File: src/rtl/chunk_shift_pkg.sv
// rtl/chunk_shift_pkg.sv - shared types for the chunk shift engine
// Purpose : fill mode, shift direction and FSM state encodings used by
//           chunk_shift_engine and chunk_shift_lane.
// Ports   : none (package)
package chunk_shift_pkg;

  typedef enum logic [1:0] {SERIAL, TOGGLE, ROTATE, HOLD} fill_mode_t;

  typedef enum logic {DIR_UP, DIR_DOWN} dir_t;

  typedef enum logic [1:0] {IDLE, RUN, DONE} state_t;

endpackage

File: src/rtl/chunk_shift_lane.sv
// rtl/chunk_shift_lane.sv - one WIDTH-bit chunk of the shift chain
// Purpose : holds one word of the chain; loads it or shifts it by one bit
//           per enabled edge, taking the incoming bit from its neighbour
//           (or the end fill) through carry_lo_in / carry_hi_in.
//           Optional macro CHUNK_SHIFT_PARITY_EN adds a registered parity bit.
// Ports   : clock, reset_n      - clock, synchronous active-low reset
//           shift_en, dir       - shift this edge, direction
//           carry_lo_in         - bit entering bit 0 on an UP shift
//           carry_hi_in         - bit entering bit WIDTH-1 on a DOWN shift
//           load_en, load_word  - parallel load (wins over shift)
//           word, lsb, msb      - current word and its end bits
//           parity              - XOR of word (CHUNK_SHIFT_PARITY_EN only)
module chunk_shift_lane
  import chunk_shift_pkg::*;
#(
  parameter int WIDTH = 11,
  parameter logic [WIDTH-1:0] RESET_WORD = '0
) (
  input  logic             clock,
  input  logic             reset_n,
  input  logic             shift_en,
  input  dir_t             dir,
  input  logic             carry_lo_in,
  input  logic             carry_hi_in,
  input  logic             load_en,
  input  logic [WIDTH-1:0] load_word,
  output logic [WIDTH-1:0] word,
  output logic             lsb,
  output logic             msb
`ifdef CHUNK_SHIFT_PARITY_EN
  ,
  output logic             parity
`endif
);

  logic [WIDTH-1:0] word_next;

  always_comb begin
    word_next = word;
    if (load_en) begin
      word_next = load_word;
    end else if (shift_en) begin
      if (dir == DIR_UP) begin
        word_next = {word[WIDTH-2:0], carry_lo_in};
      end else begin
        word_next = {carry_hi_in, word[WIDTH-1:1]};
      end
    end
  end

  always_ff @(posedge clock) begin
    if (!reset_n) begin
      word <= RESET_WORD;
    end else begin
      word <= word_next;
    end
  end

`ifdef CHUNK_SHIFT_PARITY_EN
  // Computed from word_next so parity tracks data on the same edge.
  always_ff @(posedge clock) begin
    if (!reset_n) begin
      parity <= ^RESET_WORD;
    end else begin
      parity <= ^word_next;
    end
  end
`endif

  assign lsb = word[0];
  assign msb = word[WIDTH-1];

endmodule

File: src/rtl/chunk_shift_engine.sv
// rtl/chunk_shift_engine.sv - multi-chunk burst shift engine
// Purpose : CHUNKS words of WIDTH bits treated as one chain (data[0][0] is the
//           chain LSB). Runs bursts of `length` shifts in a latched direction
//           and fill mode; parallel load aborts any burst.
//           Optional macro CHUNK_SHIFT_PARITY_EN adds per-chunk parity output.
// Ports   : clock, reset_n          - clock, synchronous active-low reset
//           load, load_data         - parallel load image (highest priority)
//           start, length, mode, dir- burst request, sampled in IDLE
//           serial_in               - fill bit for SERIAL mode
//           busy, done              - burst in progress / one-cycle completion
//           serial_out              - bit shifted off the chain end last shift
//           data                    - chain contents
//           parity                  - per-chunk XOR (CHUNK_SHIFT_PARITY_EN only)
module chunk_shift_engine
  import chunk_shift_pkg::*;
#(
  parameter int          WIDTH  = 11,
  parameter int          CHUNKS = 5,
  parameter int unsigned INIT   = 0,
  parameter int          CNT_W  = 8
) (
  input  logic             clock,
  input  logic             reset_n,
  input  logic             load,
  input  logic [WIDTH-1:0] load_data [CHUNKS],
  input  logic             start,
  input  logic [CNT_W-1:0] length,
  input  logic [1:0]       mode,
  input  logic             dir,
  input  logic             serial_in,
  output logic             busy,
  output logic             done,
  output logic             serial_out,
  output logic [WIDTH-1:0] data [CHUNKS]
`ifdef CHUNK_SHIFT_PARITY_EN
  ,
  output logic             parity [CHUNKS]
`endif
);

  localparam logic [WIDTH-1:0] INIT_W = WIDTH'(INIT);

  state_t           state;
  fill_mode_t       mode_q;
  dir_t             dir_q;
  logic [CNT_W-1:0] remaining;

  logic lane_lsb [CHUNKS];
  logic lane_msb [CHUNKS];
  logic chain_lsb, chain_msb;
  logic fill_lo, fill_hi;
  logic shift_en;

  assign chain_lsb = lane_lsb[0];
  assign chain_msb = lane_msb[CHUNKS-1];

  // HOLD bursts still run the counter but never move data.
  assign shift_en = (state == RUN) && (mode_q != HOLD);

  // fill_lo enters the chain LSB on UP shifts, fill_hi the MSB on DOWN shifts.
  always_comb begin
    fill_lo = serial_in;
    fill_hi = serial_in;
    case (mode_q)
      TOGGLE: begin
        fill_lo = ~chain_lsb;
        fill_hi = ~chain_msb;
      end
      ROTATE: begin
        fill_lo = chain_msb;
        fill_hi = chain_lsb;
      end
      default: ;
    endcase
  end

  for (genvar i = 0; i < CHUNKS; i++) begin : g_lane
    logic c_lo, c_hi;

    if (i == 0) begin : g_lo_end
      assign c_lo = fill_lo;
    end else begin : g_lo_link
      assign c_lo = lane_msb[i-1];
    end

    if (i == CHUNKS - 1) begin : g_hi_end
      assign c_hi = fill_hi;
    end else begin : g_hi_link
      assign c_hi = lane_lsb[i+1];
    end

    chunk_shift_lane #(
      .WIDTH      (WIDTH),
      .RESET_WORD ((i == 0) ? INIT_W : {WIDTH{1'b0}})
    ) u_lane (
      .clock       (clock),
      .reset_n     (reset_n),
      .shift_en    (shift_en),
      .dir         (dir_q),
      .carry_lo_in (c_lo),
      .carry_hi_in (c_hi),
      .load_en     (load),
      .load_word   (load_data[i]),
      .word        (data[i]),
      .lsb         (lane_lsb[i]),
      .msb         (lane_msb[i])
`ifdef CHUNK_SHIFT_PARITY_EN
      ,
      .parity      (parity[i])
`endif
    );
  end

  always_ff @(posedge clock) begin
    if (!reset_n) begin
      state      <= IDLE;
      mode_q     <= SERIAL;
      dir_q      <= DIR_UP;
      remaining  <= '0;
      serial_out <= 1'b0;
    end else if (load) begin
      // Load aborts any burst without a done pulse.
      state <= IDLE;
    end else begin
      case (state)
        IDLE: begin
          if (start) begin
            mode_q    <= fill_mode_t'(mode);
            dir_q     <= dir_t'(dir);
            remaining <= length;
            state     <= (length == '0) ? DONE : RUN;
          end
        end
        RUN: begin
          remaining <= remaining - CNT_W'(1);
          if (remaining == CNT_W'(1)) begin
            state <= DONE;
          end
          if (mode_q != HOLD) begin
            serial_out <= (dir_q == DIR_UP) ? chain_msb : chain_lsb;
          end
        end
        DONE:    state <= IDLE;
        default: state <= IDLE;
      endcase
    end
  end

  assign busy = (state == RUN) || (state == DONE);
  assign done = (state == DONE);

endmodule
File: config.mk
export PLATFORM = sky130hd
export DESIGN_NAME = chunk_shift_engine
export DESIGN_NICKNAME = d
export VERILOG_FILES = /design/src/rtl/chunk_shift_pkg.sv /design/src/rtl/chunk_shift_lane.sv /design/src/rtl/chunk_shift_engine.sv
export SDC_FILE = /design/constraint.sdc
export NUM_CORES = 1
export LEC_CHECK = 0
export ABC_CLOCK_PERIOD_IN_PS = 2250
export CAP_MARGIN = 20
export CELL_PAD_IN_SITES_DETAIL_PLACEMENT = 1
export CELL_PAD_IN_SITES_GLOBAL_PLACEMENT = 1
export CORE_MARGIN = 5
export CORE_UTILIZATION = 34
export DETAILED_ROUTE_END_ITERATION = 6
export GPL_ROUTABILITY_DRIVEN = 0
export PLACE_DENSITY_LB_ADDON = 0.1
export SLEW_MARGIN = 20
export SYNTH_ARGS = -nofsm -noshare
export SYNTH_HDL_FRONTEND = slang
export SYNTH_SLANG_ARGS = --single-unit
File: constraint.sdc
create_clock -name clock -period 2.25 [get_ports clock]
set_clock_uncertainty 0.05 [all_clocks]
set_input_delay 0.3375 -clock clock [delete_from_list [all_inputs] [get_ports clock]]
set_output_delay 0.3375 -clock clock [all_outputs]
set_load 0.03 [all_outputs]
* Word-level counts from Yosys, hierarchy flattened
Index checks and enable logic that the tools add are counted.
** Cells by class
- $add $sub $neg :: 1
- Equal/unequal tests :: 8
- Muxes and demuxes :: 24
- Bitwise logic cells :: 4
- Reduce and logical (&&, ||, !) cells :: 11
** Operators with widths (number)
- 11-bit two-way mux :: 15
- 8-bit case mux with 2 select lines :: 1
- 3-bit AND reduction :: 3
- 8-bit by 1-bit equality test with 1-bit output (second input constant) :: 1
- 8-bit logical NOT :: 1
- 8-bit two-way mux :: 1
- 8-bit by 1-bit subtractor with 8-bit output (second input constant) :: 1
- 2-bit two-way mux :: 3
- 2-bit by 1-bit equality test with 1-bit output (second input constant) :: 2
- 2-bit equality test (second input constant) :: 2
- 2-bit inequality test (second input constant) :: 2
- 1-bit inverter :: 4
- 1-bit case mux with 2 select lines :: 2
- 2-bit case mux with 2 select lines :: 1
- 2-bit nonzero test :: 2
- 2-bit logical NOT :: 1
- 2-bit by 1-bit inequality test with 1-bit output (second input constant) :: 1
- 2-bit AND reduction :: 1
- 2-bit OR reduction :: 1
- 1-bit logical AND :: 1
- 1-bit logical OR :: 1
- 1-bit two-way mux :: 1
** Word-level totals
- Register bits after elaboration :: 69
- Bits of input ports :: 71
- Output and inout bits :: 58
- Logic and storage cells :: 58

* Depth between registers and ports, before layout
Gate-level depths: netlist of the first run.
- Depth after elaboration :: 5
- Mapped depth :: 9

* Cells and area by module
A second synthesis of the first run with hierarchy kept.
** Unflattened totals
- Cell total of the unflattened synthesis :: 445
- Area, all modules :: 4509.3 um^2
** By module, submodules not included
- chunk_shift_lane :: times used 5, cells each 65, area each 711.9 um^2
- chunk_shift_engine :: times used 1, cells each 120, area each 949.7 um^2

* Least setup slack after synthesis of the first run
No wires, ideal clock.
- Kind :: reg2reg
- Start point :: register state[1]
- End point :: register g_lane[4].u_lane.word[10]
- Arrival :: 1.560 ns
- Path slack :: 0.570 ns
- Stages on the path, launching flop included :: 8
- Path buffers :: 2
- Clock period less this slack :: 1.680 ns
- Path through :: dfxtp_1 inv_1 ha_1 buf_4 or3b_1 clkbuf_1 or3_1 a21boi_1
** Between the ends
- Word-level cells in the longest chain between the ends :: 3
** RTL lines
- from (decl) :: RTL line chunk_shift_engine.sv:43 : state_t state;
- from (signal assigned) :: RTL line chunk_shift_engine.sv:131 : state <= (length == '0) ? DONE : RUN;
- 2-bit by 1-bit equality test with 1-bit output :: RTL line chunk_shift_engine.sv:58 : assign shift_en = (state == RUN) && (mode_q != HOLD);
- 1-bit logical AND :: RTL line chunk_shift_engine.sv:58
- 2-bit nonzero test (no source line)
- to (signal assigned) :: RTL line chunk_shift_lane.sv:55 : word <= word_next;
- to (decl) :: RTL line chunk_shift_lane.sv:27 : output logic [WIDTH-1:0] word,
No other way between the ends.
A chain may end at the register's enable or synchronous reset.

* Final worst setup path of the first run
- Start point :: register state[0]
- End point :: output port busy
** Between the ends
- Word-level cells in the longest chain between the ends :: 2
- Elaborated cells between the ends (all ways) :: 3
- Classes of those cells :: eq/ne: 2; reduce/logical: 1
** RTL lines
- 2-bit by 1-bit equality test with 1-bit output or 2-bit equality test (tied branches) :: RTL line chunk_shift_engine.sv:149 : assign busy = (state == RUN) || (state == DONE);
- 1-bit logical OR (*) :: RTL line chunk_shift_engine.sv:149
- to (decl) :: RTL line chunk_shift_engine.sv:31 : output logic busy,
Every way passes the cells marked *; elsewhere a longest branch is shown, timed or not.

==> metrics.log, run 1 <==
INFO  metric report.final.setup_viol = 0
INFO  metric timing.critical_path.to_type = output port
INFO  metric finalSetupTns = 0 ps
INFO  metric crit_path_cell_trace = inv_1 -> ha_1 -> clkdlybuf4s50_1
INFO  metric filler_cell_count = 1383
INFO  metric run_status = complete, no violations
INFO  metric critPathKind = reg2out
INFO  metric synthesis.area_per_instance = 8.20 µm²
INFO  metric groute.usage.overall = 0.186
INFO  metric synth_sequential_area_ratio = 0.342
INFO  metric drt-wirelength-per-cell = 17.7 µm
INFO  metric critPathArrivalTime = 1750 ps
INFO  metric period_needed = 2140 ps
INFO  metric fmaxAchievable = 0.467 GHz
INFO  metric cts_resized = 0
INFO  metric clock_power_share = 0.389
INFO  metric critical-path-max-stage-delay = 670 ps
INFO  metric cts_made_buffers = 9
INFO  metric final_hpwl_from_detailed_placement = 9.34 mm
INFO  metric postRouteAntennaNets = 0
INFO  metric worstPathMaxFanout = 3
INFO  metric power.switching_fraction = 0.294
INFO  metric clkSlewWorstSetupHoldPaths = 60 ps
INFO  metric numClockSinks = 69
INFO  metric power-per-cell-area = 649 mW/mm²
INFO  metric min-delay-path-class = in2reg
INFO  metric ys_ff_latch = 69
INFO  metric cts-root-buf = clkbuf_16
INFO  metric pin_count = 129
INFO  metric grt_max_degree = 53
INFO  metric distinct_cell_type_count_of_the_synthesized_netlist = 43
INFO  metric die_height = 119 µm
INFO  metric grt_antenna_before_repair = 0
INFO  metric cts.repair_timing.setup_buffer_count = 0
INFO  metric synth_edf_count = 0
INFO  metric drc = 0
INFO  metric power_frac_seq = 0.384
INFO  metric place_inst = 727
INFO  metric cell_internal_pwr = 2.58 mW
INFO  metric power.share.combinational = 0.227
INFO  metric ys.warnings.count = 0
INFO  metric finalCritPeriodShare = 0.952
INFO  metric clkLatencyLatePin = 340 ps
INFO  metric cts_max_path_buffers = 2
INFO  metric postSynthCellCount = 492
INFO  metric start_kind = flop
INFO  metric layout-drive-gt1-share = 0.0667
INFO  metric first_global_vias = 4214
INFO  metric synthesis.nets = 571
INFO  metric cts_tree = yes
INFO  metric drv.max_cap_violation_count = 0
INFO  metric final_cells = 743
INFO  metric overall_overflow_remaining_after_global_route = 0
INFO  metric worst_path_max_delay_cell = clkdlybuf4s50_1
INFO  metric worst_ir_drop_vdd = 0.422 mV
INFO  metric design_power_total = 3.65 mW
INFO  metric synthArstFlopShare = 0
INFO  metric drt-vias-per-instance = 5.27
INFO  metric die_area = 0.0141 mm²
INFO  metric synth_flop_cell = dfxtp_1
INFO  metric layout-area-overhead-vs-synth = 39.7%
INFO  metric antenna_cells = 0
INFO  metric nets = 674
INFO  metric portBuffers = 128
INFO  metric report.final.slew_viol_count = 0
INFO  metric leakage = 1.97 nW
INFO  metric grt_pass1_wl = 21.7 mm
INFO  metric post_dp_cell_area = 0.00534 mm²
INFO  metric cp.required = 1860 ps
INFO  metric cell_row_count = 39
INFO  metric cts.hold.buffers_added = 0
INFO  metric floorplan.core_area = 0.0115 mm²
INFO  metric first_pass_iters = 4
INFO  metric die_w = 119 µm
INFO  metric rsz0062_at_grt = no
INFO  metric slew_headroom = 0.585
INFO  metric netSwitchingPower = 1.07 mW
INFO  metric fin_area = 0.00563 mm²
INFO  metric worst_slew_pin_slew = 622 ps
INFO  metric drt-initial-drc-count = 151
INFO  metric vias = 3919
INFO  metric drt-total-wl = 13.1 mm
INFO  metric initial_core_util = 0.350
INFO  metric area_of_the_mapped_netlist = 0.00403 mm²
INFO  metric ctsHtreeMaxLevel = 3
INFO  metric final-hold-violation-count = 0
==> final timing paths <==
| path | start | to | slack (ps) | depth (start not counted) |
|---|---|---|---|---|
| setup / recovery | state[0] | busy | 110 | 3 |
| hold / removal | reset_n | remaining[1] | 360 | 2 |
| setup reg to reg | state[1] | g_lane[3].u_lane.word[4] | 270 | 7 |
| hold reg to reg | g_lane[3].u_lane.word[2] | g_lane[3].u_lane.word[2] | 450 | 2 |
==> cell families after synthesis <==
logic type	Yosys count	synth area share
AOI/OAI and AO/OA	119	0.212
buffers and inverters	60	0.0766
muxes	59	0.146
adders and majority gates	8	0.0248
and+or+nand+nor	177	0.197
DFF	69	0.342
==> layer usage <==
layer	up-vias	routed length [µm]	part of all wire	global-route usage
li1	1915	-	-	-
met1	1897	5950	0.45	0.226
met2	90	6320	0.48	0.316
met3	17	594	0.045	0.0502
met4	0	265	0.020	0.0673
met5	-	0	0	0
==> registers in the layout (all words and copies together), names as in the netlist <==
signal / flops
dir_q: 1
remaining: 8
mode_q: 2
serial_out: 1
state: 2
g_lane.u_lane.word: 55
==> cell usage in the layout, fill, tap and decap left out, types with 2 or more instances in the layout <==
cell	Yosys	routed
ha_1	8	8
dfxtp_1	69	68
buf_2	10	2
a41oi_1	2	2
mux2i_1	59	59
nand2_1	91	91
a21boi_0	29	29
buf_4	15	13
or2_2	2	2
clkdlybuf4s50_1	0	126
inv_1	9	9
nand2b_1	2	2
o221a_2	4	4
nor2_1	37	37
o211ai_1	2	2
clkinv_2	0	4
clkbuf_16	0	9
a221oi_1	28	28
nor2b_1	32	32
a22o_1	2	2
a21o_1	3	3
nor3_1	2	2
o21ai_0	32	32
a21oi_1	6	6
a31oi_1	2	2
nor4_1	3	3
nand3_1	2	2
==> cell usage after synthesis, types with 9 or more instances <==
library cell  instances  area [µm²]
a221oi_1             28         245
nor2b_1              32         200
inv_1                 9        33.8
buf_2                10        50.1
o21ai_0              32         160
clkbuf_1             21        78.8
mux2i_1              59         591
nor2_1               37         139
nand2_1              91         342
a21boi_0             29         218
dfxtp_1              69        1380
buf_4                15         113
==> power by group through the flow <==
stage	Sequential, mW	Combinational, mW	Clock [mW]
6_report	1.40	0.831	1.42
5_1_grt	1.41	0.904	1.51
4_1_cts	1.40	0.843	1.45
3_5_place_dp	1.43	0.836	0
3_3_place_gp	1.43	0.820	0
2_1_floorplan	1.48	0.423	0
==> layout make-up <==
class / instances / area, µm² / share of cell area
Timing Repair Buffer: 142 / 1390 / 0.247
Multi-Input combinational cell: 363 / 2350 / 0.417
Tap cell: 143 / 179 / 0.0318
Sequential cell: 69 / 1390 / 0.246
Clock buffer: 11 / 243 / 0.0431
Inverter: 10 / 37.5 / 0.00666
Clock inverter: 5 / 50.0 / 0.00888
==> critical path: cells and delay by family, from the launching register on <==
| kind | cells | cell delay, ps |
|---|---|---|
| buf+inv | 2 | 750 |
| flops | 1 | 360 |
| fa+ha+maj | 1 | 300 |
==> through the flow <==
step	setup WS, ps	utilization	hold slack (ps)
5_1_grt	47.5	0.489	383
3_3_place_gp	294	0.464	431
3_5_place_dp	248	0.464	449
6_report	109	0.489	360
2_1_floorplan	570	-	405
4_1_cts	75.1	0.489	368
No activity file was read; power rests on OpenSTA's default activity.
==> run 2, diff against run 1 <==
- CAP_MARGIN: 20 -> 30
- CORE_ASPECT_RATIO: not set -> 1.1
==> metrics.log, run 2 (synthesis gave the netlist of run 1 again) <==
INFO  metric overall_overflow_remaining_after_global_route = 0 (unchanged)
INFO  metric period_needed = 2070 ps (was 2140 ps)
INFO  metric critPathArrivalTime = 1690 ps (was 1750 ps)
INFO  metric clkLatencyLatePin = 330 ps (was 340 ps)
INFO  metric layout-area-overhead-vs-synth = 40.4% (was 39.7%)
INFO  metric drt-wirelength-per-cell = 16.8 µm (was 17.7 µm)
INFO  metric initial_core_util = 0.349 (was 0.350)
INFO  metric portBuffers = 128 (unchanged)
INFO  metric drc = 0 (unchanged)
INFO  metric min-delay-path-class = in2reg (unchanged)
INFO  metric rsz0062_at_grt = no (unchanged)
INFO  metric drt-vias-per-instance = 5.19 (was 5.27)
INFO  metric layout-drive-gt1-share = 0.0635 (was 0.0667)
INFO  metric grt_antenna_before_repair = 0 (unchanged)
INFO  metric timing.reg2reg.setup_slack = 360 ps (was 270 ps)
INFO  metric cell_row_count = 41 (was 39)
INFO  metric timing.critical_path.to_type = output port (unchanged)
INFO  metric design_power_total = 3.64 mW (was 3.65 mW)
INFO  metric worst_slew_pin_slew = 622 ps (about the same)
INFO  metric detailedPlace.worstSlack = 276 ps (was 248 ps)
INFO  metric filler_cell_count = 1382 (was 1383)
INFO  metric report.final.slew_viol_count = 0 (unchanged)
INFO  metric die_area = 0.0141 mm² (about the same)
INFO  metric report.final.setup_viol = 0 (unchanged)
INFO  metric final.hold.worst_slack = 378 ps (was 360 ps)
INFO  metric cts_made_buffers = 9 (unchanged)
INFO  metric cts_tree = yes (unchanged)
INFO  metric fin_area = 0.00567 mm² (was 0.00563 mm²)
INFO  metric floorplan.core_area = 0.0115 mm² (about the same)
INFO  metric worstPathMaxFanout = 3 (unchanged)
INFO  metric grt_pass1_wl = 20.8 mm (was 21.7 mm)
INFO  metric drv.max_cap_violation_count = 0 (unchanged)
INFO  metric critPathKind = reg2out (unchanged)
INFO  metric run_status = complete, no violations (unchanged)
INFO  metric first_global_vias = 4176 (was 4214)
INFO  metric clkSlewWorstSetupHoldPaths = 60 ps (about the same)
INFO  metric critical-path-max-stage-delay = 660 ps (was 670 ps)
INFO  metric pin_count = 129 (unchanged)
INFO  metric ctsHtreeMaxLevel = 3 (unchanged)
INFO  metric die_height = 124 µm (was 119 µm)
INFO  metric antenna_cells = 0 (unchanged)
INFO  metric groute.usage.overall = 0.177 (was 0.186)
INFO  metric place_inst = 732 (was 727)
INFO  metric worst_ir_drop_vdd = 0.291 mV (was 0.422 mV)
INFO  metric cts-root-buf = clkbuf_16 (unchanged)
INFO  metric die_w = 114 µm (was 119 µm)
INFO  metric vias = 3884 (was 3919)
INFO  metric largest_register_ffs = 55 (unchanged)
INFO  metric registers.top_by_ff_count = g_lane.u_lane.word (unchanged)
INFO  metric cts_resized = 0 (unchanged)
INFO  metric cts.repair_timing.setup_buffer_count = 0 (unchanged)
INFO  metric cts.hold.buffers_added = 0 (unchanged)
INFO  metric mostFrequentLayoutCell = clkdlybuf4s50_1 (unchanged)
INFO  metric final-hold-violation-count = 0 (unchanged)
INFO  metric final_util = 0.491 (was 0.489)
INFO  metric timing.critical_path.buf_inv = 2 (unchanged)
INFO  metric final_cells = 748 (was 743)
INFO  metric finalCritPeriodShare = 0.921 (was 0.952)
INFO  metric fmaxAchievable = 0.482 GHz (was 0.467 GHz)
INFO  metric numClockSinks = 69 (unchanged)
INFO  metric largest_registers_in_the_final_layout = g_lane.u_lane.word: 55 flops, remaining: 8 flops (unchanged)
INFO  metric first_pass_iters = 4 (unchanged)
INFO  metric drt-initial-drc-count = 143 (was 151)
INFO  metric cpLargestDelayFamily = buffers and inverters (unchanged)
INFO  metric drt-total-wl = 12.5 mm (was 13.1 mm)
INFO  metric postRouteAntennaNets = 0 (unchanged)
INFO  metric grt_max_degree = 69 (was 53)
INFO  metric highest_count_cells_in_the_layout_ignoring_fill_and_taps = clkdlybuf4s50_1, nand2_1, dfxtp_1, mux2i_1, nor2_1 (unchanged)
INFO  metric crit_path_cell_trace = inv_1 -> ha_1 -> clkdlybuf4s50_1 (unchanged)
INFO  metric leakage = 1.97 nW (about the same)
INFO  metric final_hpwl_from_detailed_placement = 8.97 mm (was 9.34 mm)
INFO  metric nets = 672 (was 674)
INFO  metric final_critical_path_setup_slack = 177 ps (was 109 ps)
INFO  metric cts_max_path_buffers = 2 (unchanged)
INFO  metric finalSetupTns = 0 ps (unchanged)
INFO  metric cp.required = 1860 ps (about the same)
INFO  metric worst_path_max_delay_cell = clkdlybuf4s50_1 (unchanged)
INFO  metric post_dp_cell_area = 0.00537 mm² (was 0.00534 mm²)
INFO  metric slew_headroom = 0.585 (about the same)
INFO  metric power-per-cell-area = 642 mW/mm² (was 649 mW/mm²)
INFO  metric start_kind = flop (unchanged)
-- run 2: changes by cell type in the layout (fill, tap and decap cells not counted), sizes merged --
| cell | delta |
|---|---|
| buf | -2 |
-- run 2: cell type report --
type                    count  area, µm²  area share
well taps                 150        188      0.0331
clock inverters             5       50.0     0.00883
inverters                  10       37.5     0.00663
repair buffers            140       1410       0.249
flip-flops and latches     69       1390       0.244
multi-input cells         363       2350       0.415
clock buffers              11        243      0.0428
-- run 2: final timing paths --
path,start,endpoint,cells past startpoint
worst max-delay path,state[0],busy,3
worst min-delay path,reset_n,state[0],4
worst max register to register,state[0],remaining[6],6
worst min register to register,state[0],state[0],2
-- run 2: worst register-to-register path, cell delays in order, from the launching register on --
cell	delay, ps
dfxtp_1	360
inv_1	70
ha_1	250
nand2b_1	170
a21o_1	310
or2_2	340
o221a_2	220
-- run 2: routing by layer --
| layer | wire [µm] | vias to the layer above | GRT usage |
|---|---|---|---|
| li1 | - | 1919 | - |
| met1 | 5600 | 1865 | 0.218 |
| met2 | 6160 | 88 | 0.307 |
| met3 | 625 | 12 | 0.0413 |
| met4 | 155 | 0 | 0.0496 |
| met5 | 0 | - | 0 |
-- run 2: report_power, final --
group / switching [mW] / total (mW) / internal (mW)
Sequential: 0.0948 / 1.39 / 1.30
Combinational: 0.430 / 0.840 / 0.410
Clock: 0.525 / 1.40 / 0.880
==> run 3, diff against run 2 <==
- TNS_END_PERCENT: not set -> 5
==> results of run 3 <==
No change in the layout: final DEF, timing and power equal those of run 2.
